<file path="config.mk">
export PLATFORM = sky130hd
export DESIGN_NAME = ro_puf_ctrl
export DESIGN_NICKNAME = d
export VERILOG_FILES = /design/src/rtl/ro_puf_pkg.sv /design/src/rtl/ro_edge_counter.sv /design/src/rtl/ro_puf_ctrl.sv
export SDC_FILE = /design/constraint.sdc
export NUM_CORES = 1
export LEC_CHECK = 0
export CAP_MARGIN = 20
export CORE_ASPECT_RATIO = 1.75
export CORE_MARGIN = 1.5
export CORE_UTILIZATION = 47
export DETAILED_ROUTE_END_ITERATION = 8
export GPL_TIMING_DRIVEN = 0
export PLACE_DENSITY = 0.73
export SLEW_MARGIN = 20
export SYNTH_ARGS = -nofsm -noshare
export SYNTH_HDL_FRONTEND = slang
export SYNTH_SLANG_ARGS = --single-unit
</file>
<file path="constraint.sdc">
create_clock -name clk -period 10.4 [get_ports clk]
set_input_delay 2.08 -clock clk [delete_from_list [all_inputs] [get_ports clk]]
set_output_delay 2.08 -clock clk [all_outputs]
set_load 0.01 [all_outputs]
</file>
<file path="src/rtl/ro_puf_pkg.sv">
// ro_puf_pkg: shared state encoding, default sizing and challenge check for the RO PUF controller
package ro_puf_pkg;

    typedef enum logic [2:0] {
        ST_IDLE,
        ST_SETTLE,
        ST_COUNT,
        ST_DRAIN,
        ST_CMP,
        ST_RESP
    } state_e;

    localparam int N_RO_DEF   = 16;
    localparam int SEL_W_DEF  = 4;
    localparam int CNT_W_DEF  = 16;
    localparam int WINDOW_DEF = 1024;
    localparam int SETTLE_DEF = 8;
    localparam int DRAIN_DEF  = 3;

    // a usable challenge names two different oscillators that both exist in the bank
    function automatic logic chal_valid(input logic [31:0] a, input logic [31:0] b, input int n);
        return (a != b) && (a < 32'(n)) && (b < 32'(n));
    endfunction

endpackage

</file>
<file path="src/rtl/ro_edge_counter.sv">
// ro_edge_counter: synchronizes one oscillator, detects rising edges and counts them with saturation
module ro_edge_counter
    import ro_puf_pkg::*;
#(
    parameter int CNT_W = CNT_W_DEF
) (
    input  logic             clk,
    input  logic             rst,
    input  logic             clr,
    input  logic             cnt_en,
    input  logic             ro_in,
    output logic [CNT_W-1:0] count
);

    logic [2:0]       sync_q, sync_d;
    logic [CNT_W-1:0] count_q, count_d;
    logic             rise;

    assign rise  = sync_q[1] & ~sync_q[2];
    assign count = count_q;

    // two synchronizer stages plus one history stage for edge detection; saturating count
    always_comb begin
        sync_d  = {sync_q[1:0], ro_in};
        count_d = clr ? '0 : (cnt_en && rise && !(&count_q)) ? count_q + 1'b1 : count_q;
    end

    // state registers
    always_ff @(posedge clk or posedge rst) begin
        if (rst) begin
            sync_q  <= '0;
            count_q <= '0;
        end else begin
            sync_q  <= sync_d;
            count_q <= count_d;
        end
    end

endmodule

</file>
<file path="src/rtl/ro_puf_ctrl.sv">
// ro_puf_ctrl: challenge/response sequencer that races two ring oscillators over a fixed window
module ro_puf_ctrl
    import ro_puf_pkg::*;
#(
    parameter int N_RO   = N_RO_DEF,
    parameter int SEL_W  = SEL_W_DEF,
    parameter int CNT_W  = CNT_W_DEF,
    parameter int WINDOW = WINDOW_DEF,
    parameter int SETTLE = SETTLE_DEF,
    parameter int DRAIN  = DRAIN_DEF
) (
    input  logic             clk,
    input  logic             rst,
    input  logic             start,
    input  logic [SEL_W-1:0] chal_a,
    input  logic [SEL_W-1:0] chal_b,
    input  logic             abort,
    output logic             busy,
    output logic [N_RO-1:0]  ro_en,
    input  logic [N_RO-1:0]  ro_out,
    output logic             resp_valid,
    input  logic             resp_ready,
    output logic             response,
    output logic             tie,
    output logic             err,
    output logic [CNT_W-1:0] cnt_a,
    output logic [CNT_W-1:0] cnt_b
);

    localparam int TW = $clog2(SETTLE + WINDOW + DRAIN + 1);

    state_e           state_q, state_d;
    logic [TW-1:0]    tmr_q, tmr_d;
    logic [SEL_W-1:0] sel_a_q, sel_a_d, sel_b_q, sel_b_d;
    logic [N_RO-1:0]  ro_en_q, ro_en_d;
    logic             busy_q, busy_d, resp_valid_q, resp_valid_d;
    logic             response_q, response_d, tie_q, tie_d, err_q, err_d;
    logic [CNT_W-1:0] cnt_a_q, cnt_a_d, cnt_b_q, cnt_b_d, raw_a, raw_b;
    logic             clr, cnt_en, chal_ok;

    assign chal_ok    = chal_valid(32'(chal_a), 32'(chal_b), N_RO);
    assign cnt_en     = (state_q == ST_COUNT) || (state_q == ST_DRAIN);
    assign busy       = busy_q;
    assign ro_en      = ro_en_q;
    assign resp_valid = resp_valid_q;
    assign response   = response_q;
    assign tie        = tie_q;
    assign err        = err_q;
    assign cnt_a      = cnt_a_q;
    assign cnt_b      = cnt_b_q;

    ro_edge_counter #(.CNT_W(CNT_W)) u_cnt_a (
        .clk   (clk),
        .rst   (rst),
        .clr   (clr),
        .cnt_en(cnt_en),
        .ro_in (ro_out[sel_a_q]),
        .count (raw_a)
    );

    ro_edge_counter #(.CNT_W(CNT_W)) u_cnt_b (
        .clk   (clk),
        .rst   (rst),
        .clr   (clr),
        .cnt_en(cnt_en),
        .ro_in (ro_out[sel_b_q]),
        .count (raw_b)
    );

    // sequencer next state; abort overrides everything outside IDLE, outputs are derived from the next state
    always_comb begin
        state_d    = state_q;
        tmr_d      = tmr_q;
        sel_a_d    = sel_a_q;
        sel_b_d    = sel_b_q;
        ro_en_d    = ro_en_q;
        response_d = response_q;
        tie_d      = tie_q;
        err_d      = err_q;
        cnt_a_d    = cnt_a_q;
        cnt_b_d    = cnt_b_q;
        clr        = 1'b0;
        if (abort && state_q != ST_IDLE) begin
            state_d = ST_IDLE;
            ro_en_d = '0;
        end else begin
            case (state_q)
                ST_IDLE: if (start && !abort) begin
                    sel_a_d    = chal_a;
                    sel_b_d    = chal_b;
                    clr        = 1'b1;
                    response_d = 1'b0;
                    tie_d      = 1'b0;
                    cnt_a_d    = '0;
                    cnt_b_d    = '0;
                    err_d      = !chal_ok;
                    state_d    = chal_ok ? ST_SETTLE : ST_RESP;
                    ro_en_d    = chal_ok ? (N_RO'(1) << chal_a) | (N_RO'(1) << chal_b) : '0;
                    tmr_d      = TW'(SETTLE - 1);
                end
                ST_SETTLE: begin
                    state_d = (tmr_q == '0) ? ST_COUNT : ST_SETTLE;
                    tmr_d   = (tmr_q == '0) ? TW'(WINDOW - 1) : tmr_q - 1'b1;
                end
                ST_COUNT: if (tmr_q == '0) begin
                    ro_en_d = '0;
                    state_d = (DRAIN == 0) ? ST_CMP : ST_DRAIN;
                    tmr_d   = TW'(DRAIN - 1);
                end else begin
                    tmr_d = tmr_q - 1'b1;
                end
                ST_DRAIN: begin
                    state_d = (tmr_q == '0) ? ST_CMP : ST_DRAIN;
                    tmr_d   = tmr_q - 1'b1;
                end
                ST_CMP: begin
                    response_d = raw_a > raw_b;
                    tie_d      = raw_a == raw_b;
                    err_d      = 1'b0;
                    cnt_a_d    = raw_a;
                    cnt_b_d    = raw_b;
                    state_d    = ST_RESP;
                end
                ST_RESP: state_d = resp_ready ? ST_IDLE : ST_RESP;
                default: state_d = ST_IDLE;
            endcase
        end
        busy_d       = state_d != ST_IDLE;
        resp_valid_d = state_d == ST_RESP;
    end

    // state and registered outputs
    always_ff @(posedge clk or posedge rst) begin
        if (rst) begin
            state_q      <= ST_IDLE;
            tmr_q        <= '0;
            sel_a_q      <= '0;
            sel_b_q      <= '0;
            ro_en_q      <= '0;
            busy_q       <= 1'b0;
            resp_valid_q <= 1'b0;
            response_q   <= 1'b0;
            tie_q        <= 1'b0;
            err_q        <= 1'b0;
            cnt_a_q      <= '0;
            cnt_b_q      <= '0;
        end else begin
            state_q      <= state_d;
            tmr_q        <= tmr_d;
            sel_a_q      <= sel_a_d;
            sel_b_q      <= sel_b_d;
            ro_en_q      <= ro_en_d;
            busy_q       <= busy_d;
            resp_valid_q <= resp_valid_d;
            response_q   <= response_d;
            tie_q        <= tie_d;
            err_q        <= err_d;
            cnt_a_q      <= cnt_a_d;
            cnt_b_q      <= cnt_b_d;
        end
    end

endmodule

</file>
==> results.cfg, run 1 <==
[status]
status = complete, no violations

[clock_network]
clock_sinks = 113
cts-hold-fix-buffers = 0
cts_resized = 0
cts_tree = built
path_clk_slew_ns = 0.05
cts_setup_buffers = 0
cts_buffers = 17
clkLatencyLatePin_ns = 0.41
clockRootBuffer = clkbuf_16
cts_htree_levels = 4
cts_max_path_buffers = 2

[detailed_routing]
met3WireLength_um = 549
top_layer = met4
post_drt_wl_per_cell_um = 18.0
wl_met2_um = 9090
final_antenna_net_count = 0
firstDrtPassIters = 5
viasPerCell = 5.69
first_iter_violations = 264
route.detailed.drc = 0
wirelength_um = 16500
m1WireLength_um = 6000
vias = 5219

[power_and_ir_drop]
peakVddDrop_mv = 0.103
p_comb_share_pct = 16.4
p_sw_mw = 0.330
p_seq_share_pct = 41.7
power_density_nw_per_um2 = 159
power.internal_mw = 0.888
total_leakage_power_nw = 3.20
switching_share_pct = 27.1
clkPwrFrac_pct = 41.9

[sta]
rsz0062_at_grt = no
hold_viol = 0
drv_slew = 0
tns_ns = 0
finalClockSkew_ns = 0.00897
slew_headroom_pct = 54.4
period_needed_ns = 4.01
period_share_pct = 38.5
setup-violations-final = 0
worstMarginPinSlew_ns = 0.684
fmax_mhz = 250

[floorplan]
core_um2 = 12600
ios = 82
die_h_um = 154
fp-row-count = 54
start_util_pct = 48.6
dieWidth_um = 89.2
die_area_um2 = 13700

[grt]
grt_pass1_vias = 5558
grt_overflow_total = 0
grt_usage_pct = 25.8
grt_pass1_wl_um = 26800
grt_max_degree = 68
antenna_found_initial = 0

[place]
placed_cell_area_um2 = 7120
port_buffers = 77
dp.cells = 886
dpl.hpwl_um = 12100
finalWeightedCongestion = 0.913

[setup_path]
required_ns = 10.66
r2r_setup_slack_ns = 7.95
worst_setup_path_start_kind = primary input
cp.arrival_ns = 4.27
crit_path_end_kind = flop
reg2reg_depth = 6
crit_end = u_cnt_a.count[7]$_DFFE_PP0P_
path_max_fanout = 10
startpoint = abort
rr_endpoint = u_cnt_a.count[7]$_DFFE_PP0P_
path_class = primary input to flop
rr_startpoint = state_q[2]$_DFF_PP0_

[finish]
diodes = 0
layout.nets = 786
fin_area_um2 = 7640
fillers = 1107
synthToLayoutAreaGrowth_pct = 25.1
final_cells = 917
drive_gt1_share_pct = 10.3

[min_path]
hold_path_class = flop to flop
worstHoldStart = u_cnt_b.sync_q[0]$_DFF_PP0_

[synthesis]
ys_async_sr_fraction_pct = 100
syn-num-nets = 689
ys.flop_type = dfrtp_1
synth.distinct_cells = 58
seq_area_frac_synth_pct = 46.3
synth-edff-count = 0
syn-instance-count = 640
yosys_register_bits = 113
synth_area_um2 = 6110
synth.avg_cell_area_um2 = 9.54
yosysWarnings = 0

[flow_run]
maxCapViolCount = 0
-- cells by family (layout without fill, tap and decap cells) --
logic type / count (synthesis) / in the layout / synth area share [%]
simple gates: 237 / 237 / 19.2
flops: 113 / 113 / 46.3
xor+xnor: 27 / 27 / 3.87
compound gates: 148 / 148 / 16.8
fa+ha+maj: 21 / 21 / 4.26
buf+inv: 81 / 190 / 5.35
mux: 13 / 13 / 4.18
-- through the flow --
stage                     util [%]  total power, mW  hold WS [ns]  setup slack (ns)
after floorplan                  -            0.634         0.331              5.33
after global placement        56.4            0.704         0.341              3.77
after detailed placement      56.7            0.712         0.343              5.97
after CTS                     60.8             1.22         0.349              6.42
after global routing          60.8             1.27         0.356              6.23
final                         60.8             1.22         0.352              6.39
-- worst min-delay path by stage --
stage                                             end  depth (start not counted)  slack (ns)
final                     u_cnt_b.sync_q[1]$_DFF_PP0_                          0        0.35
after global routing      u_cnt_b.sync_q[1]$_DFF_PP0_                          0        0.36
after CTS                 u_cnt_b.sync_q[1]$_DFF_PP0_                          0        0.35
after detailed placement  u_cnt_b.sync_q[1]$_DFF_PP0_                          0        0.34
after global placement    u_cnt_a.sync_q[1]$_DFF_PP0_                          0        0.34
after floorplan           u_cnt_a.sync_q[1]$_DFF_PP0_                          0        0.33
-- synth_stat cells, drive strengths merged, types with 2 or more instances --
library cell | count | area, µm²
a2111oi | 6 | 83.8
nor3 | 13 | 65.1
mux2i | 3 | 30.0
a311oi | 7 | 67.6
a211oi | 6 | 45.0
o21a | 2 | 15.0
and3 | 3 | 18.8
a21o | 10 | 75.1
and4 | 2 | 17.5
nand2 | 96 | 360
nand3 | 31 | 160
nand4 | 11 | 68.8
o21ai | 44 | 224
mux4 | 10 | 225
a31oi | 3 | 18.8
inv | 45 | 169
nand2b | 11 | 68.8
nor4 | 7 | 80.1
a22o | 5 | 43.8
or2 | 8 | 52.6
nor2 | 40 | 153
buf | 14 | 75.1
or3 | 6 | 37.5
o31ai | 26 | 195
o22ai | 10 | 62.6
xnor2 | 27 | 236
o32ai | 6 | 52.6
o211ai | 2 | 15.0
a21oi | 14 | 70.1
ha | 20 | 250
dfrtp | 113 | 2830
or4 | 3 | 26.3
a2bb2oi | 2 | 17.5
clkbuf | 21 | 78.8
-- routing by layer --
layer | vias up | global-route usage [%]
li1 | 2475 | -
met1 | 2545 | 27.1
met2 | 142 | 45.5
met3 | 57 | 5.58
met4 | 0 | 15.2
met5 | - | 0
-- power groups by stage --
| stage | clock network (mW) | registers [mW] | logic [mW] |
|---|---|---|---|
| after floorplan | 0 | 0.511 | 0.123 |
| after global placement | 0 | 0.512 | 0.193 |
| after detailed placement | 0 | 0.514 | 0.199 |
| after CTS | 0.515 | 0.507 | 0.202 |
| after global routing | 0.536 | 0.513 | 0.220 |
| final | 0.510 | 0.508 | 0.200 |
-- layout by cell type (no fill, tap or decap), drive strengths merged, types with 5 or more instances in the layout --
master and instances:
nand3 31, clkbuf 46, nand2b 11, a22o 5, dfrtp 113, mux4 10
nand2 96, a311oi 7, a2111oi 6, a21oi 14, xnor2 27, nor3 13
or2 8, a21o 10, or3 6, clkdlybuf4s50 77, o32ai 6, clkinv 6
ha 20, o31ai 26, nand4 11, nor4 7, buf 15, a211oi 6
inv 45, o22ai 10, nor2 40, o21ai 44
-- final cells by class --
class / instances / area, µm² / area share, %
timing repair buffer: 78 / 798 / 10.4
tap: 168 / 210 / 2.75
clock inverter: 6 / 32.5 / 0.426
clock buffer: 25 / 485 / 6.35
sequential: 113 / 2830 / 37.0
inverter: 46 / 178 / 2.33
multi-input combinational: 446 / 2950 / 38.7
buffer: 35 / 154 / 2.01
-- critical path, cell delays in order --
cell and delay [ns]:
clkdlybuf4s50_1 0.51, nor2_1 0.33, o21ai_2 0.22, nor2_2 0.46, clkbuf_1 0.54, nor2_1 0.12
-- registers in the layout, summed over array words and instances (netlist names), 3 cells and up --
name            cells
cnt_a              16
u_cnt_a.sync_q      3
u_cnt_b.sync_q      3
cnt_b              16
tmr_q              11
sel_a_q             4
ro_en              16
state_q             3
u_cnt_a.count      16
sel_b_q             4
u_cnt_b.count      16
Note: power is estimated with default switching activity, not from simulation.
==> inputs of run 2 (changes only) <==
--- a/config.mk
+++ b/config.mk
@@ -11,7 +11,7 @@
 export CORE_UTILIZATION = 47
 export DETAILED_ROUTE_END_ITERATION = 8
 export GPL_TIMING_DRIVEN = 0
-export PLACE_DENSITY = 0.73
+export PLACE_DENSITY = 0.76
 export SLEW_MARGIN = 20
 export SYNTH_ARGS = -nofsm -noshare
 export SYNTH_HDL_FRONTEND = slang
==> constraint.sdc (replaced) <==
create_clock -name clk -period 3.45 [get_ports clk]
set_input_delay 0.69 -clock clk [delete_from_list [all_inputs] [get_ports clk]]
set_output_delay 0.69 -clock clk [all_outputs]
set_load 0.01 [all_outputs]
==> run 2 against run 1 <==
Compared with the run above:
- total power grew to 3.1 times the previous value
- utilization increased by 0.53 points
- sequential share of layout area is 0.32 points lower
- global-route usage is 0.58 points higher
- clock power increased to 3.3 times the previous value
- non-clock buffer count grew 2
- routed wire length rose by 0.47%
- count of clock-buffer cells in the layout down 2
- die area unchanged
- register-to-register slack worse by 7.0 ns
- sequential cell count unchanged
- first-iteration DRC count decreased by 0.38%
- critical path type unchanged
- largest power group unchanged
==> results.cfg, run 2 (synthesis results as in run 1) <==
[setup_path]
rr_startpoint = state_q[2]$_DFF_PP0_
r2r_setup_slack_ns = 0.98
crit_end = u_cnt_a.count[11]$_DFFE_PP0P_
startpoint = abort
cp.arrival_ns = 2.91
worst_setup_path_start_kind = primary input
reg2reg_depth = 6
required_ns = 3.72
path_class = primary input to flop
path_max_fanout = 10
crit_path_end_kind = flop
rr_endpoint = u_cnt_a.count[11]$_DFFE_PP0P_

[place]
finalWeightedCongestion = 0.947
port_buffers = 77
dpl.hpwl_um = 12400

[sta]
period_share_pct = 76.7
rsz0062_at_grt = no
period_needed_ns = 2.65
worstMarginPinSlew_ns = 0.674
tns_ns = 0
fmax_mhz = 378
drv_slew = 0
setup-violations-final = 0
hold_viol = 0
finalClockSkew_ns = 0.00619
hold_ws_ns = 0.341
slew_headroom_pct = 55.0

[floorplan]
fp-row-count = 54
die_h_um = 154
die_area_um2 = 13700
start_util_pct = 48.6
dieWidth_um = 89.2
core_um2 = 12600
ios = 82

[power_and_ir_drop]
peakVddDrop_mv = 0.316
total_leakage_power_nw = 3.23
power_density_nw_per_um2 = 492

[grt]
grt_overflow_total = 0
grt_pass1_vias = 5545
antenna_found_initial = 0
grt_pass1_wl_um = 27200
grt_max_degree = 35
grt_usage_pct = 26.4

[clock_network]
cts_max_path_buffers = 2
clkLatencyLatePin_ns = 0.41
cts_htree_levels = 4
cts_resized = 0
clock_sinks = 113
cts_buffers = 17
cts_tree = built
cts_setup_buffers = 0
cts-hold-fix-buffers = 0
clockRootBuffer = clkbuf_16
path_clk_slew_ns = 0.05

[detailed_routing]
route.detailed.drc = 0
wirelength_um = 16500
post_drt_wl_per_cell_um = 18.0
viasPerCell = 5.71
final_antenna_net_count = 0
firstDrtPassIters = 5
first_iter_violations = 263
vias = 5245

[finish]
layout.nets = 788
drive_gt1_share_pct = 10.5
most-common-layout-cells = dfrtp_1 (113), nand2_1 (96), clkdlybuf4s50_1 (77), inv_1 (44), o21ai_0 (43)
diodes = 0
fillers = 1104
synthToLayoutAreaGrowth_pct = 26.2
multi_input_area_um2 = 2950
final_common_cell = dfrtp_1
ff_latch_area_um2 = 2830

[min_path]
hold_path_class = flop to flop

[flow_run]
maxCapViolCount = 0

[status]
status = complete, no violations
run 2: power breakdown:
part           internal [mW]  switching [mW]  total, mW
clock network           1.08           0.578       1.66
registers               1.44          0.0843       1.53
logic                  0.272           0.331      0.603
total                   2.80           0.993       3.79
run 2: how the worst min path moves through the flow:
stage                                            from                          end  slack, ns  cells past startpoint
after global placement    u_cnt_a.sync_q[0]$_DFF_PP0_  u_cnt_a.sync_q[1]$_DFF_PP0_       0.34                      0
after floorplan           u_cnt_a.sync_q[0]$_DFF_PP0_  u_cnt_a.sync_q[1]$_DFF_PP0_       0.33                      0
after global routing      u_cnt_b.sync_q[0]$_DFF_PP0_  u_cnt_b.sync_q[1]$_DFF_PP0_       0.35                      0
after detailed placement  u_cnt_b.sync_q[0]$_DFF_PP0_  u_cnt_b.sync_q[1]$_DFF_PP0_       0.34                      0
final                     u_cnt_b.sync_q[0]$_DFF_PP0_  u_cnt_b.sync_q[1]$_DFF_PP0_       0.34                      0
after CTS                 u_cnt_b.sync_q[0]$_DFF_PP0_  u_cnt_b.sync_q[1]$_DFF_PP0_       0.34                      0
run 2: per-layer routing:
metal	vias up	GRT usage, %	wire, µm
met1	2564	27.6	5990
met4	0	15.5	709
met2	151	46.8	9260
met5	-	0	0
met3	45	5.48	584
li1	2485	-	-
run 2: through the flow:
stage | setup WS (ns) | instances | utilization (%) | cell area, µm² | power (mW)
6_report | 0.805 | 918 | 61.3 | 7710 | 3.79
5_1_grt | 0.638 | 918 | 61.3 | 7710 | 3.95
4_1_cts | 0.807 | 918 | 61.3 | 7710 | 3.81
3_5_place_dp | 0.381 | 888 | 56.9 | 7150 | 2.15
3_3_place_gp | 0.342 | 885 | 56.4 | 7090 | 2.12
2_1_floorplan | 1.39 | 640 | - | 6110 | 1.91
run 2: layout make-up:
type	count	share of cell area, %
Buffer	35	2.00
Timing Repair Buffer	80	10.8
Sequential cell	113	36.7
Clock inverter	7	1.10
Multi-Input combinational cell	446	38.3
Tap cell	168	2.73
Inverter	46	2.29
Clock buffer	23	6.07
run 2: worst max-delay path, stage by stage:
cell             delay [ns]
clkdlybuf4s50_1        0.51
nor2_1                 0.37
o21ai_2                0.23
nor2_2                 0.46
clkbuf_1               0.52
nor2_1                 0.13
